$ cat config.mk
export PLATFORM = sky130hd
export DESIGN_NAME = lagarto_dcache_port_arbiter
export DESIGN_NICKNAME = d
export VERILOG_FILES = /design/src/rtl/lagarto_dcache_port_arbiter.sv
export SDC_FILE = /design/constraint.sdc
export NUM_CORES = 1
export LEC_CHECK = 0
export CORE_AREA = 10 10 198 200
export DETAILED_ROUTE_END_ITERATION = 8
export DIE_AREA = 0 0 208 210
export DONT_BUFFER_PORTS = 1
export PLACE_DENSITY = 0.41
export REMOVE_ABC_BUFFERS = 1
export SLEW_MARGIN = 10
export SYNTH_ARGS = -nofsm -noshare
export SYNTH_HDL_FRONTEND = slang
export SYNTH_SLANG_ARGS = --single-unit
$ cat constraint.sdc
create_clock -name clk_i -period 2.6 [get_ports clk_i]
set_input_delay 0.39 -clock clk_i [delete_from_list [all_inputs] [get_ports clk_i]]
set_output_delay 0.39 -clock clk_i [all_outputs]
set_load 0.01 [all_outputs]
$ cat src/rtl/lagarto_dcache_port_arbiter.sv
// lagarto_dcache_port_arbiter: shares the L1 D-cache request port between the load and store paths.
// Load-priority arbitration with a store starvation guard, two-phase index/tag sequencing, load tracking.
`default_nettype none

module lagarto_dcache_port_arbiter #(
    parameter int IDX_W      = 12,
    parameter int TAG_W      = 44,
    parameter int STARVE_MAX = 4
) (
    input  logic             clk_i,
    input  logic             rstn_i,
    input  logic             ld_valid_i,
    output logic             ld_ack_o,
    input  logic [IDX_W-1:0] ld_index_i,
    input  logic [TAG_W-1:0] ld_tag_i,
    input  logic [63:0]      ld_wdata_i,
    input  logic [7:0]       ld_be_i,
    input  logic [1:0]       ld_size_i,
    input  logic             ld_kill_i,
    input  logic             st_valid_i,
    output logic             st_ack_o,
    input  logic [IDX_W-1:0] st_index_i,
    input  logic [TAG_W-1:0] st_tag_i,
    input  logic [63:0]      st_wdata_i,
    input  logic [7:0]       st_be_i,
    input  logic [1:0]       st_size_i,
    input  logic             st_kill_i,
    output logic             ld_resp_valid_o,
    output logic [63:0]      ld_resp_data_o,
    output logic             st_done_o,
    output logic             mem_valid_o,
    input  logic             mem_gnt_i,
    output logic [IDX_W-1:0] mem_index_o,
    output logic [TAG_W-1:0] mem_tag_o,
    output logic [63:0]      mem_wdata_o,
    output logic             mem_we_o,
    output logic [7:0]       mem_be_o,
    output logic [1:0]       mem_size_o,
    output logic             mem_tag_valid_o,
    output logic             mem_kill_o,
    input  logic             mem_rvalid_i,
    input  logic [63:0]      mem_rdata_i
);

    localparam int CNT_W = $clog2(STARVE_MAX + 1);

    typedef enum logic [1:0] {
        IDLE = 2'd0,
        REQ  = 2'd1,
        TAG  = 2'd2,
        WAIT = 2'd3
    } state_e;

    state_e             state_q, state_d;
    logic [CNT_W-1:0]   starve_q, starve_d;
    logic               drop_q, drop_d;
    logic [IDX_W-1:0]   index_q;
    logic [TAG_W-1:0]   tag_q;
    logic [63:0]        wdata_q;
    logic [7:0]         be_q;
    logic [1:0]         size_q;
    logic               we_q;

    logic ld_elig, st_elig, st_win, ld_win, owner_kill, cap_ld, cap_st;

    assign ld_elig    = ld_valid_i & ~ld_kill_i;
    assign st_elig    = st_valid_i & ~st_kill_i;
    assign st_win     = st_elig & (~ld_elig | (starve_q == CNT_W'(STARVE_MAX)));
    assign ld_win     = ld_elig & ~st_win;
    // The holding register's we bit doubles as the owner flag.
    assign owner_kill = we_q ? st_kill_i : ld_kill_i;

    always_comb begin
        state_d         = state_q;
        starve_d        = starve_q;
        drop_d          = drop_q;
        cap_ld          = 1'b0;
        cap_st          = 1'b0;
        ld_ack_o        = 1'b0;
        st_ack_o        = 1'b0;
        mem_valid_o     = 1'b0;
        mem_tag_valid_o = 1'b0;
        mem_kill_o      = 1'b0;
        st_done_o       = 1'b0;
        ld_resp_valid_o = 1'b0;
        ld_resp_data_o  = 64'd0;
        case (state_q)
            IDLE: begin
                cap_ld   = ld_win & rstn_i;
                cap_st   = st_win & rstn_i;
                ld_ack_o = cap_ld;
                st_ack_o = cap_st;
                if (cap_st) begin
                    starve_d = '0;
                    state_d  = REQ;
                end else if (cap_ld) begin
                    if (st_valid_i && (starve_q != CNT_W'(STARVE_MAX)))
                        starve_d = starve_q + 1'b1;
                    state_d = REQ;
                end
            end
            REQ: begin
                mem_valid_o = ~owner_kill;
                if (owner_kill)
                    state_d = IDLE;
                else if (mem_gnt_i)
                    state_d = TAG;
            end
            TAG: begin
                mem_tag_valid_o = 1'b1;
                mem_kill_o      = owner_kill;
                drop_d          = 1'b0;
                if (we_q) begin
                    st_done_o = ~owner_kill;
                    state_d   = IDLE;
                end else if (owner_kill) begin
                    state_d = IDLE;
                end else if (mem_rvalid_i) begin
                    ld_resp_valid_o = 1'b1;
                    ld_resp_data_o  = mem_rdata_i;
                    state_d         = IDLE;
                end else begin
                    state_d = WAIT;
                end
            end
            WAIT: begin
                if (mem_rvalid_i) begin
                    ld_resp_valid_o = ~(drop_q | ld_kill_i);
                    ld_resp_data_o  = mem_rdata_i;
                    drop_d          = 1'b0;
                    state_d         = IDLE;
                end else begin
                    drop_d = drop_q | ld_kill_i;
                end
            end
            default: state_d = IDLE;
        endcase
    end

    always_ff @(posedge clk_i or negedge rstn_i) begin
        if (!rstn_i) begin
            state_q  <= IDLE;
            starve_q <= '0;
            drop_q   <= 1'b0;
            index_q  <= '0;
            tag_q    <= '0;
            wdata_q  <= '0;
            be_q     <= '0;
            size_q   <= '0;
            we_q     <= 1'b0;
        end else begin
            state_q  <= state_d;
            starve_q <= starve_d;
            drop_q   <= drop_d;
            if (cap_st) begin
                index_q <= st_index_i;
                tag_q   <= st_tag_i;
                wdata_q <= st_wdata_i;
                be_q    <= st_be_i;
                size_q  <= st_size_i;
                we_q    <= 1'b1;
            end else if (cap_ld) begin
                index_q <= ld_index_i;
                tag_q   <= ld_tag_i;
                wdata_q <= ld_wdata_i;
                be_q    <= ld_be_i;
                size_q  <= ld_size_i;
                we_q    <= 1'b0;
            end
        end
    end

    assign mem_index_o = index_q;
    assign mem_tag_o   = tag_q;
    assign mem_wdata_o = wdata_q;
    assign mem_be_o    = be_q;
    assign mem_size_o  = size_q;
    assign mem_we_o    = we_q;

endmodule

`default_nettype wire

# After elaboration in Yosys (flattened, before gate mapping)
# Cells that the tools add are included.
[totals]
regBits = 137
output_inout_bits = 202
elab_cells = 83
[classes]
n_addsub = 1
n_eq_ne = 8
muxes = 43
bitwise = 14
reduce_logical = 8
[op_table]
columns = ["cell", "n"]
rows = [
  ["$mux W64", 5],
  ["$pmux W64 S2", 1],
  ["$mux W44", 2],
  ["$mux W12", 2],
  ["$mux W2", 10],
  ["$mux W8", 2],
  ["$mux W1", 15],
  ["$mux W3", 3],
  ["$ne A3 B3 Y1 const B", 3],
  ["$pmux W2 S4", 1],
  ["$reduce_bool A2 Y1", 4],
  ["$and A1 B1 Y1", 6],
  ["$not A1 Y1", 6],
  ["$reduce_and A3 Y1", 2],
  ["$eq A2 B2 Y1 const B", 2],
  ["$pmux W1 S2", 2],
  ["$add A3 B1 Y3 const B", 1],
  ["$eq A3 B3 Y1 const B", 1],
  ["$eq A2 B1 Y1 const B", 1],
  ["$logic_not A2 Y1", 1],
  ["$ne A2 B2 Y1 const B", 1],
  ["$or A1 B1 Y1", 2],
  ["$logic_and A1 B1 Y1", 1],
]

# Depth between registers and ports, before layout
[logic_depth]
ltp_word = 11
mapped_depth = 8

# Least setup slack after synthesis
# No wires, ideal clock.
[synth_timing]
path_type = "reg-to-reg"
start = "register starve_q[0]"
end = "register wdata_q[52], in the netlist mem_wdata_o[52]"
setup_time_ps = 125
arrival_ps = 1551
required_time_ps = 2475
slack_ps = 924
stages_incl_launch_ff = 7
synth_period_minus_slack_ps = 1676
cell_sequence = "dfrtp_1 > inv_1 > ha_1 > nand2_1 > o311ai_2 > mux2_1 > mux2_2"
[synth_via]
elab_chain_len = 8
elab_cells_between_ends = 11
[synth_lines]
columns = ["element", "line", "source"]
rows = [
  ["start: declaration", "55", "logic [CNT_W-1:0] starve_q, starve_d;"],
  ["start signal: assignment", "153", "starve_q <= starve_d;"],
  ["$eq A3 B3 Y1 *", "68", "assign st_win = st_elig & (~ld_elig | (starve_q == CNT_W'(STARVE_MAX)));"],
  ["$or A1 B1 Y1 *", "68", ""],
  ["$and A1 B1 Y1 *", "68", ""],
  ["$not A1 Y1", "69", "assign ld_win = ld_elig & ~st_win;"],
  ["$and A1 B1 Y1", "69", ""],
  ["$and A1 B1 Y1", "89", "cap_ld = ld_win & rstn_i;"],
  ["$mux W1", "87", "case (state_q)"],
  ["$reduce_bool A2 Y1 (no line)", "--", ""],
  ["end signal: assignment", "158", "wdata_q <= st_wdata_i;"],
  ["end signal: assignment", "165", "wdata_q <= ld_wdata_i;"],
  ["end: declaration", "59", "logic [63:0] wdata_q;"],
]
# Mark *: on every way between the ends. The rest lies on a longest branch, timed or not.
# A chain may end at the register's enable or synchronous reset.

# Final worst setup path
[layout_timing]
start = "register starve_q[0]"
end = "output st_ack_o"
[layout_via]
elab_chain_len = 5
[layout_lines]
columns = ["element", "line", "source"]
rows = [
  ["$eq A3 B3 Y1", "68", ""],
  ["$or A1 B1 Y1", "68", ""],
  ["$and A1 B1 Y1", "68", ""],
  ["$and A1 B1 Y1", "90", "cap_st = st_win & rstn_i;"],
  ["$mux W1", "87", ""],
  ["end: declaration", "21", "output logic st_ack_o,"],
]
# Every way passes these cells.

==> impl_metrics.yaml <==
outcome:
  outcome: "complete, but fails checks"
  violations: "negative hold slack"
placed_design:
  hpwl_um: 23200
  pre_cts_ws_ns: 0.453
  placed_cells: 1110
  place_area_sq_um: 7370
  place.gp.congestion: 0.734
  port_buffers: 0
timing:
  maxSlewViolCount: 0
  fmaxAchievable_ghz: 0.419
  skew_ns: 0.0107
  holdWs_ns: -0.347
  rsz0062_at_grt: "false"
  setup_slack_ns: 0.211
  period_needed_ns: 2.39
  hold_viol_final: 137
  fin_tns_setup_ns: 0
  worst_pin_slew_ns: 0.589
  setup_viol: 0
  min_period_over_period_pct: 91.9
  slew_headroom_pct: 60.7
synth:
  synthFlopType: "dfrtp_1"
  synthTopCellsByCount: "dfrtp_1, nand2_1, mux2i_1"
  synth.top_cell.area_share_pct: 49.2
  ys_top_cells_by_area: "dfrtp_1, mux2i_1, o21ai_1"
  ys_types: 36
  synth_area_sq_um: 6970
  ys_seq_area_share_pct: 49.2
  ys_ff_latch: 137
  ys_async_sr_fraction_pct: 100
  synth_largest_area_cell: "dfrtp_1"
  synth_warnings: 0
  syn_inst: 684
  syn-mean-instance-area_sq_um: 10.2
  synth-edff-count: 0
  yosysMostFrequentCell: "dfrtp_1"
min_path:
  hold_class: "input port to async pin"
routing:
  drc: 0
  drtAntennaViolNets: 0
  drt_wl_total_um: 27900
  avgViaCountPerCell: 4.23
  dr.first_iter.drc_count: 161
  vias: 4829
  wire_per_inst_um: 24.4
  firstDrtPassIters: 4
cts:
  cts_max_level: 4
  clock_path_buffers: 2
  numCtsBuffers: 17
  cts_tree: "done"
  worstSkewPairLatency_ns: 0.43
  postCtsSetupRepairBufs: 0
  cts.sinks: 137
  root_buffer: "clkbuf_16"
  cts.clk_slew.worst_paths_ns: 0.07
  cts_resized: 0
power:
  p_leak_nw: 3.36
  power_mw: 7.40
  irDropWorstVdd_mv: 0.412
  power.density_nw_per_um2: 932
critical_path:
  start_kind: "flop"
  critPathMaxStageDelay_ns: 0.38
  cp_data_required_time_ns: 2.21
  worstPathArrival_ns: 2.00
  critPathMaxFanout: 36
  cpMaxStageDelayCell: "dfrtp_1"
  critPathKind: "flop to primary output"
  worst_setup_path_end_kind: "primary output"
  path_cells: "inv_1, ha_1, nand2_1, a21boi_4, buf_12, and2_1"
  rrSetupSlack_ns: 0.46
layout:
  nNetsFinal: 1002
  fin_cells: 1142
  drive_gt1_share_pct: 7.79
  area_delta_synth_final_pct: 13.9
  fin_area_sq_um: 7940
run:
  drv_cap: 0
die:
  dieArea_sq_um: 43700
  top_level_ports: 534
  die_h_um: 210
  core_area_sq_um: 35200
  core.rowCount: 69
  initial_core_util_pct: 19.8
  die_w_um: 208
global_routing:
  grt_start_max_net_pins: 140
  antenna_found_initial: 8
  grt_util_all_layers_pct: 12.1
  overflow: 0
  grt_pass1_vias: 5276
  grt_pass1_wl_um: 39500
-- cell type report --
type,count,area [sq um]
fillers,3787,27300
repair buffers,14,168
clock buffers,18,429
well taps,461,577
clock inverters,13,144
multi-input cells,492,3170
flip-flops and latches,137,3430
diodes,1,2.50
inverters,6,22.5
-- metrics by stage --
stage | util, % | hold slack, ns
2_1_floorplan | - | 0.0944
3_3_place_gp | 20.9 | 0.102
3_5_place_dp | 20.9 | 0.0991
4_1_cts | 22.5 | -0.372
5_1_grt | 22.5 | -0.370
6_report | 22.5 | -0.347
-- worst paths after layout --
path | startpoint | end | cells after the start
setup / recovery | starve_q[0] | st_ack_o | 6
hold / removal | rstn_i | mem_wdata_o[60] | 0
setup reg to reg | starve_q[0] | mem_tag_o[29] | 8
hold reg to reg | drop_q | drop_q | 2
max in group asynchronous | rstn_i | mem_wdata_o[32] | 0
min in group clk_i | mem_gnt_i | state_q[1] | 2
-- critical path: cells and delay by family (launching register included) --
family | cells | cell delay (ns)
adder cells (fa/ha/maj) | 1 | 0.16
flip-flops | 1 | 0.38
AND/OR/NAND/NOR | 2 | 0.44
AO/OA/AOI/OAI | 1 | 0.24
buffers and inverters | 2 | 0.36
-- routing by layer --
metal / vias to the layer above / part of all wire [%] / track usage [%]
li1: 2295 / - / -
met1: 2188 / 34 / 11.4
met2: 304 / 54 / 22.7
met3: 30 / 11 / 6.42
met4: 12 / 1.0 / 2.85
met5: - / 0.28 / 0
-- cells by family after synthesis --
| logic type | share of synthesized area (%) |
|---|---|
| adders and majority gates | 0.359 |
| buffers and inverters | 5.42 |
| muxes | 19.1 |
| AOI/OAI and AO/OA | 11.1 |
| DFF | 49.2 |
| and+or+nand+nor | 14.8 |
-- report_power, final --
| group | internal, mW | total (mW) | switching [mW] |
|---|---|---|---|
| Sequential | 2.82 | 3.82 | 0.999 |
| Clock | 1.42 | 2.44 | 1.02 |
| Combinational | 0.518 | 1.14 | 0.618 |
| Total | 4.76 | 7.40 | 2.64 |
-- state kept, by name, indices dropped and copies added (netlist names) --
signal	count
drop_q	1
mem_be_o	8
mem_index_o	12
mem_size_o	2
mem_tag_o	44
mem_wdata_o	64
mem_we_o	1
starve_q	3
state_q	2
-- cells in the final DEF (no fill, tap or decap), types with 2 or more instances in the layout --
cell / n
a21oi_1: 2
and2_1: 66
and3b_1: 2
buf_12: 5
buf_4: 9
bufinv_16: 2
clkbuf_16: 17
clkinv_2: 2
clkinvlp_4: 4
dfrtp_1: 137
ha_1: 2
inv_1: 6
inv_6: 4
mux2_2: 2
mux2i_1: 130
nand2_1: 133
nand2b_1: 2
nor2b_1: 3
nor2b_2: 2
o211ai_1: 2
o21ai_0: 20
o21ai_1: 110
(Power assumes the default switching activity.)
